===== src/rtl/ps2_host_tx.sv =====
// ============================================================================
// Module      : ps2_host_tx
// Description : Host-to-device PS/2 transmitter. Sends one command byte per
//               request over open-collector ps2_clk/ps2_data output-enables.
// Revision    : 1.0 - initial release
// ============================================================================
`default_nettype none

module ps2_host_tx #(
  parameter int unsigned INHIBIT_CYCLES        = 12000,
  parameter int unsigned START_TIMEOUT_CYCLES  = 1500000,
  parameter int unsigned PACKET_TIMEOUT_CYCLES = 200000,
  parameter int unsigned FILTER_LEN            = 8
) (
  input  logic       clk,
  input  logic       reset,
  input  logic [7:0] tx_data,
  input  logic       tx_valid,
  output logic       tx_ready,
  output logic       tx_done,
  output logic       tx_error,
  output logic       busy,
  input  logic       ps2_clk_in,
  input  logic       ps2_data_in,
  output logic       ps2_clk_oe,
  output logic       ps2_data_oe
);

  localparam int unsigned        c_fcnt_w    = $clog2(FILTER_LEN) + 1;
  localparam logic [c_fcnt_w-1:0] c_flt_last = c_fcnt_w'(FILTER_LEN - 1);
  localparam logic [31:0]        c_inh_last   = 32'(INHIBIT_CYCLES - 1);
  localparam logic [31:0]        c_start_last = 32'(START_TIMEOUT_CYCLES - 1);
  localparam logic [31:0]        c_pkt_last   = 32'(PACKET_TIMEOUT_CYCLES - 1);

  localparam logic [3:0] S_IDLE       = 4'd0;
  localparam logic [3:0] S_INHIBIT    = 4'd1;
  localparam logic [3:0] S_START      = 4'd2;
  localparam logic [3:0] S_WAIT_FIRST = 4'd3;
  localparam logic [3:0] S_SEND       = 4'd4;
  localparam logic [3:0] S_WAIT_ACK   = 4'd5;
  localparam logic [3:0] S_WAIT_IDLE  = 4'd6;
  localparam logic [3:0] S_DONE       = 4'd7;
  localparam logic [3:0] S_ABORT      = 4'd8;

  // index 0 = ps2_clk, index 1 = ps2_data
  logic [1:0] w_raw;
  logic [1:0] w_filt;

  assign w_raw = {ps2_data_in, ps2_clk_in};

  // Lines idle high, so synchronizers and filters reset to 1.
  for (genvar gi = 0; gi < 2; gi++) begin : g_line
    logic                r_s1;
    logic                r_s2;
    logic                r_f;
    logic [c_fcnt_w-1:0] r_cnt;

    always_ff @(posedge clk or negedge reset) begin
      if (!reset) begin
        r_s1  <= 1'b1;
        r_s2  <= 1'b1;
        r_f   <= 1'b1;
        r_cnt <= '0;
      end else begin
        r_s1 <= w_raw[gi];
        r_s2 <= r_s1;
        if (r_s2 == r_f) begin
          r_cnt <= '0;
        end else if (r_cnt == c_flt_last) begin
          r_f   <= r_s2;
          r_cnt <= '0;
        end else begin
          r_cnt <= r_cnt + c_fcnt_w'(1);
        end
      end
    end

    assign w_filt[gi] = r_f;
  end

  logic        r_clk_f_d;
  logic        w_fall;
  logic [3:0]  r_state;
  logic [10:0] r_shift;
  logic [3:0]  r_bitcnt;
  logic [31:0] r_timer;
  logic [31:0] w_timer_inc;
  logic        w_pkt_expired;
  logic        r_clk_oe;
  logic        r_data_oe;

  always_ff @(posedge clk or negedge reset) begin
    if (!reset) begin
      r_clk_f_d <= 1'b1;
    end else begin
      r_clk_f_d <= w_filt[0];
    end
  end

  assign w_fall        = r_clk_f_d & ~w_filt[0];
  assign w_timer_inc   = (r_timer == '1) ? r_timer : r_timer + 32'd1;
  assign w_pkt_expired = (r_timer >= c_pkt_last);

  always_ff @(posedge clk or negedge reset) begin
    if (!reset) begin
      r_state   <= S_IDLE;
      r_shift   <= '0;
      r_bitcnt  <= '0;
      r_timer   <= '0;
      r_clk_oe  <= 1'b0;
      r_data_oe <= 1'b0;
    end else begin
      case (r_state)
        S_IDLE: begin
          r_data_oe <= 1'b0;
          if (tx_valid) begin
            r_shift  <= {1'b1, ~^tx_data, tx_data, 1'b0};
            r_bitcnt <= '0;
            r_timer  <= '0;
            r_clk_oe <= 1'b1;
            r_state  <= S_INHIBIT;
          end
        end
        S_INHIBIT: begin
          if (r_timer >= c_inh_last) begin
            r_data_oe <= 1'b1;
            r_timer   <= '0;
            r_state   <= S_START;
          end else begin
            r_timer <= w_timer_inc;
          end
        end
        S_START: begin
          r_clk_oe <= 1'b0;
          r_timer  <= '0;
          r_state  <= S_WAIT_FIRST;
        end
        S_WAIT_FIRST: begin
          if (w_fall) begin
            // shift[1] always holds the bit to present after the next fall
            r_data_oe <= ~r_shift[1];
            r_shift   <= r_shift >> 1;
            r_bitcnt  <= 4'd1;
            r_timer   <= '0;
            r_state   <= S_SEND;
          end else if (r_timer >= c_start_last) begin
            r_clk_oe  <= 1'b0;
            r_data_oe <= 1'b0;
            r_state   <= S_ABORT;
          end else begin
            r_timer <= w_timer_inc;
          end
        end
        S_SEND: begin
          r_timer <= w_timer_inc;
          if (w_pkt_expired) begin
            r_clk_oe  <= 1'b0;
            r_data_oe <= 1'b0;
            r_state   <= S_ABORT;
          end else if (w_fall) begin
            r_data_oe <= ~r_shift[1];
            r_shift   <= r_shift >> 1;
            r_bitcnt  <= r_bitcnt + 4'd1;
            if (r_bitcnt == 4'd9) begin
              r_state <= S_WAIT_ACK;
            end
          end
        end
        S_WAIT_ACK: begin
          r_timer <= w_timer_inc;
          if (w_pkt_expired || (w_fall && w_filt[1])) begin
            r_clk_oe  <= 1'b0;
            r_data_oe <= 1'b0;
            r_state   <= S_ABORT;
          end else if (w_fall) begin
            r_state <= S_WAIT_IDLE;
          end
        end
        S_WAIT_IDLE: begin
          r_timer <= w_timer_inc;
          if (w_pkt_expired) begin
            r_clk_oe  <= 1'b0;
            r_data_oe <= 1'b0;
            r_state   <= S_ABORT;
          end else if (w_filt[0] && w_filt[1]) begin
            r_state <= S_DONE;
          end
        end
        S_DONE: begin
          r_state <= S_IDLE;
        end
        S_ABORT: begin
          r_clk_oe  <= 1'b0;
          r_data_oe <= 1'b0;
          r_state   <= S_IDLE;
        end
        default: begin
          r_clk_oe  <= 1'b0;
          r_data_oe <= 1'b0;
          r_state   <= S_IDLE;
        end
      endcase
    end
  end

  assign tx_ready    = (r_state == S_IDLE);
  assign busy        = (r_state != S_IDLE);
  assign tx_done     = (r_state == S_DONE);
  assign tx_error    = (r_state == S_ABORT);
  assign ps2_clk_oe  = r_clk_oe;
  assign ps2_data_oe = r_data_oe;

endmodule

`default_nettype wire


===== config.mk =====
export PLATFORM = sky130hd
export DESIGN_NAME = ps2_host_tx
export DESIGN_NICKNAME = d
export VERILOG_FILES = /design/src/rtl/ps2_host_tx.sv
export SDC_FILE = /design/constraint.sdc
export NUM_CORES = 1
export LEC_CHECK = 0
export ABC_AREA = 1
export BUFFER_PORTS_ARGS = -buffer_cell sky130_fd_sc_hd__buf_2
export CAP_MARGIN = 20
export CORE_ASPECT_RATIO = 1.2
export CORE_MARGIN = 3
export CORE_UTILIZATION = 40
export DETAILED_ROUTE_END_ITERATION = 12
export GPL_TIMING_DRIVEN = 0
export SLEW_MARGIN = 20
export SYNTH_ARGS = -nofsm -noshare
export SYNTH_HDL_FRONTEND = slang
export SYNTH_SLANG_ARGS = --single-unit

===== constraint.sdc =====
create_clock -name clk -period 2.2 [get_ports clk]
set_input_delay 0.22 -clock clk [delete_from_list [all_inputs] [get_ports clk]]
set_output_delay 0.22 -clock clk [all_outputs]
set_load 0.02 [all_outputs]

==> results of run 1 <==
## how the worst max path moves through the flow
| stage | endpoint | start | slack (ns) | cells after the start |
|---|---|---|---|---|
| 3_5_place_dp | r_bitcnt[2] | r_timer[0] | -0.12 | 13 |
| 3_3_place_gp | ps2_clk_oe | r_timer[0] | -0.12 | 13 |
| 6_report | r_timer[11] | r_timer[0] | 0.18 | 15 |
| 2_1_floorplan | ps2_clk_oe | r_timer[0] | 0.38 | 13 |
| 4_1_cts | r_bitcnt[2] | r_timer[0] | 0.03 | 13 |
| 5_1_grt | r_timer[19] | r_state[3] | 0.02 | 11 |
## worst max-delay path: cells and delay by family, from the launching register on
family / cells / cell delay (ns)
buffers and inverters: 3 / 0.29
and+or+nand+nor: 11 / 1.01
adders and majority gates: 1 / 0.20
DFF: 1 / 0.43
## cell type report
type | count | share of cell area (%)
inverter | 69 | 4.63
tap | 161 | 3.49
clock inverter | 7 | 1.43
buffer | 30 | 3.81
multi-input combinational | 581 | 50.7
timing repair buffer | 24 | 2.86
sequential | 67 | 29.2
clock buffer | 9 | 3.90
## registers in the layout, summed over array words and instances (netlist names)
register	cells
g_line.r_s1	2
g_line.r_f	2
r_timer	32
r_bitcnt	4
g_line.r_s2	2
g_line.r_cnt	8
r_shift	10
ps2_data_oe	1
r_clk_f_d	1
r_state	4
ps2_clk_oe	1
## through the flow
| step | cells | setup TNS, ns | util (%) | setup slack [ns] |
|---|---|---|---|---|
| floorplan | 747 | 0 | - | 0.378 |
| global placement | 926 | -2.43 | 43.7 | -0.119 |
| detailed placement | 927 | -2.75 | 44.0 | -0.119 |
| CTS | 946 | 0 | 46.7 | 0.0346 |
| global route | 948 | 0 | 47.1 | 0.0179 |
| finish | 948 | 0 | 47.1 | 0.176 |
## layout by cell type (no fill, tap or decap), types with 7 or more instances in the layout
| cell type | synthesis | final |
|---|---|---|
| nand2_1 | 261 | 261 |
| nand3_1 | 82 | 81 |
| nor2_1 | 75 | 75 |
| inv_1 | 64 | 64 |
| dfrtp_1 | 60 | 58 |
| buf_2 | 14 | 31 |
| xor2_1 | 23 | 23 |
| xnor2_1 | 16 | 16 |
| nor3_1 | 16 | 16 |
| nand4_1 | 15 | 15 |
| nand2_2 | 13 | 13 |
| nor2_2 | 12 | 10 |
| buf_6 | 10 | 10 |
| clkbuf_16 | 0 | 9 |
| a31oi_1 | 8 | 8 |
| buf_4 | 4 | 7 |
| nand3b_1 | 7 | 7 |
| nor2_4 | 5 | 7 |
| a21oi_1 | 7 | 7 |
| dfstp_2 | 7 | 7 |
## routing by layer
layer	GRT usage (%)	up-vias
met3	2.84	36
met2	35.5	126
li1	-	2444
met4	10.0	0
met5	0	-
met1	26.2	2239
## power by group through the flow
| stage | clock network, uW | logic (uW) | registers [uW] |
|---|---|---|---|
| 6_report | 1500 | 2760 | 1690 |
| 5_1_grt | 1610 | 3100 | 1710 |
| 4_1_cts | 1560 | 2720 | 1690 |
| 3_5_place_dp | 0 | 2710 | 1710 |
| 3_3_place_gp | 0 | 2660 | 1690 |
| 2_1_floorplan | 0 | 1970 | 1660 |
## kinds of logic (layout without fill, tap and decap cells)
family | after synthesis | count (layout) | share of synthesized area (%)
simple gates | 498 | 498 | 43.9
buf+inv | 99 | 139 | 9.62
flops | 67 | 67 | 33.2
xor+xnor | 39 | 39 | 6.73
compound gates | 37 | 37 | 4.83
fa+ha+maj | 5 | 5 | 1.23
mux | 2 | 2 | 0.444
## timing repair
| action | in CTS | in global routing |
|---|---|---|
| endpoints found under the hold margin | 19 | 0 |
| setup buffers | 0 | 2 |
| resized for setup | 2 | 5 |
| setup endpoints to repair | 41 | 42 |
| hold buffers | 3 | 0 |
==> results.md, run 1 <==
- Synth warn: 0
- Routed WL: 13.7 mm
- Num ports: 19
- Syn_area_per_cell: 6.79 um^2
- Worst reg2reg startpoint: r_timer[0]
- FF+latch count, synth: between 60 and 70
- Initial DRC Count: between 200 and 300
- H-tree level count: 3
- Hold Vio Cnt, Final: 0
- Unrepaired setup endpoints after global routing: no
- Met2 WL: about 6.6 mm
- Synth Instances: around 750
- CTS buffer count: 9
- Synth area leaders: dfrtp_1 (30%), nand2_1 (19%), nand3_1 (8.1%)
- Wirelength per Cell: 14.4 um
- Cell Chain, Critical Path: ha_4 -> inv_1 -> nor2_2 -> nand3_1 -> nand2_1 -> nand2_1 -> nand2_1 -> nand2_1 -> nand2_1 -> nand2_2 -> nand2_4 -> inv_6 -> buf_6 -> nand2_1 -> nand2_1
- Flop2flop setup slack: ~0.18 ns
- Detailed placer's ending HPWL: approximately 10 mm
- Gate power share: 46.4%
- Critical path class: register to register
- EDFF count, synth: 0
- Initial antenna violation count: 0
- Final critical-path share of the clock period: 92.0%
- Max stage delay on crit path: 0.43 ns
- Sequential share of power: between 20 and 30%
- Multi-input gate area: between 2000 and 3000 um^2
- Top-count cell post-synth: nand2_1
- Via-to-Cell Ratio: a little over 5
- Vias in the first global route: 4684
- Power Density: approximately 1000 nW/um^2
- GPL Wtd Cong: just under 1
- Clock insertion delay at the later pin of the skew report: about 0.34 ns
- Slew Viols, Final: 0
- Post-Syn Nets: around 770
- Vias: ~4800
- Max-cap viol count: 0
- Synth cell count leaders: nand2_1 (261), nand3_1 (82), nor2_1 (75)
- Hold WS: about 0.16 ns
- Drt drc: 0
- Full die area: approximately 14000 um^2
- Metal1 wirelength: 5.94 mm
- Max FO, Critical Path: 10
- Crit path DAT: roughly 2.3 ns
- Layout Skew: roughly 0.010 ns
- FP Rows: 44
- Min-Delay Path Depth: 3
- Register area: approximately 1700 um^2
- ANT cells: 0
- Clock share of power: around a quarter
- Switching portion of total power: between 40 and 50%
- TritonCTS clock tree: built
- Total GRT Usage: a little over a fifth
- Async SR Flop Fraction: 100%
- Worst R2R End: r_timer[11]
- Final Power: slightly below 6000 uW
- Type of the tightest min-delay check: input port to register
- Slew @ Worst Pin: between 0.6 and 0.7 ns
- Clk buf depth: 2
- Dpl cell area: ~5400 um^2
- Die width: approximately 110 um
- Post-synth top area share: 29.6%
- Layout cells sized above 1: 16.4%
- Fmax: between 0.4 and 0.5 GHz
- Total grt overflow: 0
- Nets: 800
- Top_reg_cell synth: dfrtp_1
- Input/output buffers: 18
- Register area share after synthesis: 33.2%
- Die Height: between 100 and 150 um
- DRT Pass-1 Iters: 6
- Area grow syn2layout: 13.9%
- Status: complete, no violations
- Internal Power: between 3000 and 4000 uW
- Largest net degree at the start of global routing: 47
- Met3 wire length: approximately 600 um
- Slowest cell on the critical path: dfrtp_2
- Cell variety after synth: roughly 40
- Switching power total: 2640 uW
- Detail Route Antenna Nets: 0
- Core ar.: 12300 um^2
- Hold path endpoint: r_shift[6]
- Root Buffer: clkbuf_16
- Clock sink count: 67
- Initial Utilization: 41.3%
- Leak: approximately 0.003 uW
- Worst-case reg-to-reg path depth: 15
- Clk slew on worst S/H paths: about 0.06 ns
- Peak supply drop: 0.622 mV
- Hold path startpoint: tx_data[5]
- # setup viols final: 0
- Final min period: between 2 and 2.5 ns
- Fill count: about 1200
- Kind of end point of the critical path: register
- Worst Path Required: approximately 2.4 ns
- Synth area leader: dfrtp_1
- Max transition margin: between 50% and 60%
- First-pass GRT wire length: between 20 and 25 mm
- Top Metal Used: met4
- Crit path top cell by count: nand2_1
- Crit start category: register
- Fin area: roughly 5800 um^2
- Mapped cell area: between 5000 and 6000 um^2
No activity file was read; power rests on OpenSTA's default activity.
==> inputs of run 2 (changes only) <==
--- a/config.mk
+++ b/config.mk
@@ -8,11 +8,15 @@
 export ABC_AREA = 1
 export BUFFER_PORTS_ARGS = -buffer_cell sky130_fd_sc_hd__buf_2
 export CAP_MARGIN = 20
+export CELL_PAD_IN_SITES_DETAIL_PLACEMENT = 1
+export CELL_PAD_IN_SITES_GLOBAL_PLACEMENT = 2
 export CORE_ASPECT_RATIO = 1.2
 export CORE_MARGIN = 3
-export CORE_UTILIZATION = 40
+export CORE_UTILIZATION = 36
 export DETAILED_ROUTE_END_ITERATION = 12
+export GPL_ROUTABILITY_DRIVEN = 1
 export GPL_TIMING_DRIVEN = 0
+export PLACE_DENSITY_LB_ADDON = 0.1
 export SLEW_MARGIN = 20
 export SYNTH_ARGS = -nofsm -noshare
 export SYNTH_HDL_FRONTEND = slang
==> results.md, run 2 (synthesized netlist as in run 1, its figures left out) <==
- Power Density: approximately 1100 nW/um^2
- FP Rows: 46
- Layout Skew: 0.00554 ns
- H-tree level count: 3
- Max-cap viol count: 0
- Leak: ~0.003 uW
- Num ports: 19
- Kind of end point of the critical path: register
- Nets: ~800
- Via-to-Cell Ratio: roughly 5
- Top Metal Used: met4
- Crit path DAT: roughly 2.3 ns
- Detailed placer's ending HPWL: around 12 mm
- Crit start category: register
- Initial Utilization: between 30% and 40%
- Metal1 wirelength: 7.06 mm
- Most frequent cells in the layout: nand2_1 (261), nand3_1 (81), nor2_1 (73)
- Fmax: between 0.4 and 0.5 GHz
- Initial DRC Count: roughly 240
- Slew Viols, Final: 0
- Area grow syn2layout: 14.2%
- Drt drc: 0
- Vias in the first global route: 5243
- Slew @ Worst Pin: about 0.66 ns
- Full die area: 15600 um^2
- Clock sink count: between 60 and 70
- Peak supply drop: roughly 0.57 mV
- TritonCTS clock tree: built
- Die Height: 136 um
- Final critical-path share of the clock period: between 90% and 100%
- DRT Pass-1 Iters: 4
- Largest net degree at the start of global routing: 42
- Final TNS setup: 0 ns
- Root Buffer: clkbuf_16
- # setup viols final: 0
- Max FO, Critical Path: 5
- Hold Vio Cnt, Final: 0
- Layout Utilization: 42.8%
- Worst Path Required: around 2.4 ns
- Total grt overflow: 0
- Die width: roughly 110 um
- Top flop regs: r_timer: 32 flops, r_shift: 10 flops, g_line.r_cnt: 8 flops
- Max transition margin: 55.8%
- Layout cells sized above 1: between 10% and 20%
- Routed WL: between 15 and 20 mm
- Commonest non-fill, non-tap cell in the layout: nand2_1
- Total GRT Usage: 22.3%
- Input/output buffers: 18
- Most flop-heavy register: r_timer
- Clk buf depth: 2
- First-pass GRT wire length: ~27 mm
- GPL Wtd Cong: about 0.85
- ANT cells: 0
- Clk slew on worst S/H paths: 0.06 ns
- Unrepaired setup endpoints after global routing: no
- Type of the tightest min-delay check: input port to register
- Initial antenna violation count: 0
- CTS buffer count: 9
- Clock insertion delay at the later pin of the skew report: roughly 0.35 ns
- Detail Route Antenna Nets: 0
- Core ar.: 13500 um^2
- Met3 wire length: around 460 um
- Met2 WL: ~8.1 mm
- Wirelength per Cell: ~17 um
- Final min period: about 2.1 ns
- Critical path class: register to register
- Status: complete, no violations
- Vias: between 4000 and 5000
- Max FFs per register: 32
-- run 2: cell types whose count changed in the layout (fill, tap and decap cells not counted) --
cell	previous run	this run
nand2_4	6	5
nand2_8	0	1
nor2_1	75	73
clkbuf_1	2	1
clkbuf_2	0	1
buf_4	7	6
nor2_2	10	12
-- run 2: final cells by class --
class                           count  area [um^2]
Inverter                           69          268
Fill cell                        1748         7730
Clock inverter                      7         82.6
Clock buffer                        9          225
Timing Repair Buffer               23          158
Sequential cell                    67         1690
Buffer                             30          221
Tap cell                          168          210
Multi-Input combinational cell    581         2940
-- run 2: metal layers --
layer  GRT usage (%)  up-vias
li1                -     2431
met1            27.1     2377
met2            39.1       69
met3            3.56       35
met4            8.38        0
met5               0        -
-- run 2: through the flow --
step / area (um^2) / setup WS [ns] / instances / hold slack, ns / total power [uW]
after CTS: 5760 / 0.0459 / 953 / 0.147 / 6170
after floorplan: 5070 / 0.378 / 747 / -0.0756 / 3630
after global routing: 5800 / 0.0121 / 954 / 0.165 / 6600
final: 5800 / 0.144 / 954 / 0.153 / 6120
after global placement: 5380 / -0.172 / 933 / 0.325 / 4470
after detailed placement: 5410 / -0.180 / 934 / 0.175 / 4550
-- run 2: path summary, 6_finish.rpt --
check,startpoint,cells past startpoint,slack (ns),to
worst max-delay path,r_timer[0],9,0.14,r_timer[29]
worst min-delay path,tx_data[3],3,0.15,r_shift[4]
worst max register to register,r_timer[0],9,0.14,r_timer[29]
worst min register to register,g_line[1].r_s1,0,0.36,g_line[1].r_s2
max in group asynchronous,reset,3,1.25,g_line[1].r_f
min in group asynchronous,reset,2,0.33,r_timer[5]
-- run 2: worst max-delay path, cell delays in order (launching register included) --
cell and delay (ns):
dfrtp_2 0.42, buf_4 0.16, nand3_1 0.14, nor2_1 0.33, nand3_1 0.27, nor3b_2 0.31
xnor2_1 0.15, nand2_1 0.07, nand2_1 0.06, nand2_1 0.05
-- run 2: report_power, final --
group | internal [uW] | total, uW | switching, uW
Combinational | 913 | 2880 | 1970
Sequential | 1500 | 1680 | 178
Clock | 899 | 1550 | 655
Total | 3320 | 6120 | 2800
-- run 2: repair_timing --
action | 4_1_cts | 5_1_grt
endpoints found under the setup margin | 46 | 44
setup buffers | 0 | 1
hold buffers | 3 | 0
gates resized for setup | 4 | 8
endpoints found under the hold margin | 24 | 0
==> inputs of run 3 (changes only) <==
--- a/config.mk
+++ b/config.mk
@@ -17,6 +17,7 @@
 export GPL_ROUTABILITY_DRIVEN = 1
 export GPL_TIMING_DRIVEN = 0
 export PLACE_DENSITY_LB_ADDON = 0.1
+export REMOVE_ABC_BUFFERS = 1
 export SLEW_MARGIN = 20
 export SYNTH_ARGS = -nofsm -noshare
 export SYNTH_HDL_FRONTEND = slang
==> results.md, run 3 (synthesized netlist as in run 1, its figures left out) <==
- Status: complete, no violations
- Largest net degree at the start of global routing: 35
- Nets: 785
- Leak: a little under 0.003 uW
- Core ar.: 13500 um^2
- Fill count: between 1500 and 2000
- Crit path top cell by count: nand2_1
- Unrepaired setup endpoints after global routing: no
- Clk slew on worst S/H paths: roughly 0.060 ns
- Fmax: roughly 0.50 GHz
- Post-Place Cells: roughly 900
- Initial Utilization: between 30% and 40%
- Most flop-heavy register: r_timer
- Detail Route Antenna Nets: 0
- Multi-input gate area: about 3000 um^2
- Slowest cell on the critical path: dfrtp_2
- Max-cap viol count: 0
- Kind of end point of the critical path: register
- Cell Chain, Critical Path: ha_4 -> inv_1 -> nor2_2 -> nand3_1 -> nand2_1 -> nand2_1 -> nand2_1 -> nand2_1 -> nand2_1 -> nand2_2 -> nand2_8 -> inv_6 -> nand2_1 -> o21ai_0
- # setup viols final: 0
- Power Density: 1060 nW/um^2
- Type of the tightest min-delay check: input port to register
- Dpl cell area: just over 5000 um^2
- Hold Vio Cnt, Final: 0
- Hold path startpoint: tx_data[4]
- CTS buffer count: 9
- Final TNS setup: 0 ns
- Peak supply drop: 0.853 mV
- Crit start category: register
- Max transition margin: between 60% and 70%
- Full die area: 15600 um^2
- Die width: between 100 and 150 um
- FP Rows: 46
- GPL Wtd Cong: roughly 0.83
- Final critical-path share of the clock period: 91.3%
- Worst Path Required: 2.42 ns
- Crit path DAT: roughly 2.2 ns
- Slew @ Worst Pin: 0.507 ns
- Most frequent cells in the layout: nand2_1 (260), nand3_1 (81), nor2_1 (73)
- Vias in the first global route: approximately 5000
- Top flop regs: r_timer: 32 flops, r_shift: 10 flops, g_line.r_cnt: 8 flops
- Routed WL: 15.7 mm
- Max stage delay on crit path: 0.42 ns
- Clock insertion delay at the later pin of the skew report: about 0.35 ns
- Max FO, Critical Path: 26
- Critical path class: register to register
- Root Buffer: clkbuf_16
- Final min period: between 2 and 2.5 ns
- Commonest non-fill, non-tap cell in the layout: nand2_1
- Max FFs per register: 32
- Fin area: about 5800 um^2
- Worst reg2reg startpoint: r_timer[0]
- H-tree level count: 3
- Finished Layout Cells: 940
- TritonCTS clock tree: built
- Die Height: between 100 and 150 um
- Layout cells sized above 1: 16.2%
- Clk buf depth: 2
- Dpl ws: -0.714 ns
- Layout Skew: ~0.0088 ns
- DRT Pass-1 Iters: 4
- Via-to-Cell Ratio: 5.13
- Setup ws final: 0.191 ns
- ANT cells: 0
- Initial DRC Count: around 220
- Drt drc: 0
- First-pass GRT wire length: roughly 26 mm
- Register area: ~1700 um^2
- Wirelength per Cell: approximately 17 um
- Input/output buffers: 18
- Area grow syn2layout: 13.6%
- Crit path from: r_timer[0]
- Num ports: 19
- Initial antenna violation count: 0
- Total grt overflow: 0
- Detailed placer's ending HPWL: 10.8 mm
- Total GRT Usage: a little over a fifth
- Vias: 4820
- Clock sink count: 67
- Slew Viols, Final: 0
- Final Power: approximately 6100 uW
==> run 3: changes by cell type in the layout (fill, tap and decap cells not counted), moves of 3 or more <==
cell | before | now
buf_6 | 10 | 1
dfrtp_2 | 2 | 5
buf_2 | 31 | 17
buf_4 | 6 | 13
dfrtp_1 | 58 | 55
==> run 3: timing repair <==
item / 4_1_cts / 5_1_grt
pin swaps: 2 / 3
gates cloned: 2 / 1
resized for setup: 11 / 14
hold buffers: 3 / 0
buffers inserted: 4 / 10
hold endpoints to repair: 33 / 0
setup endpoints to repair: 50 / 49
==> run 3: metal layers <==
metal	global-route usage (%)	part of all wire, %
met5	0	0
met4	7.00	2.1
met2	36.7	51
met3	3.29	2.7
met1	26.8	44
==> run 3: power breakdown <==
part	leakage (uW)	switching, uW	total, uW	internal, uW
clock network	0.000156	609	1610	1000
registers	0.000863	202	1710	1510
logic	0.00190	1940	2770	827
==> run 3: final timing paths <==
path,endpoint,slack (ns),depth (start not counted)
setup / recovery,r_timer[16],0.19,14
hold / removal,r_shift[5],0.15,3
setup reg to reg,r_timer[16],0.19,14
hold reg to reg,g_line[0].r_s2,0.36,0
max in group asynchronous,r_clk_f_d,1.19,3
min in group asynchronous,r_timer[4],0.38,2
==> run 3: final cells by class <==
type	count	area share (%)
well taps	168	3.65
repair buffers	36	4.58
clock buffers	9	3.91
clock inverters	7	1.71
repair inverters	1	0.130
flip-flops and latches	67	29.3
multi-input cells	583	51.9
inverters	69	4.80
==> run 3: critical path: cells and delay by family (launching register included) <==
| family | cells | cell delay [ns] |
|---|---|---|
| and+or+nand+nor | 10 | 1.01 |
| AOI/OAI and AO/OA | 1 | 0.08 |
| adders and majority gates | 1 | 0.20 |
| buffers and inverters | 2 | 0.17 |
| DFF | 1 | 0.42 |
==> run 3: stage by stage <==
stage               util [%]  hold slack [ns]
floorplan                  -          -0.0756
global placement        38.1            0.324
detailed placement      38.3            0.214
CTS                     41.6            0.144
global route            42.6            0.165
finish                  42.6            0.151
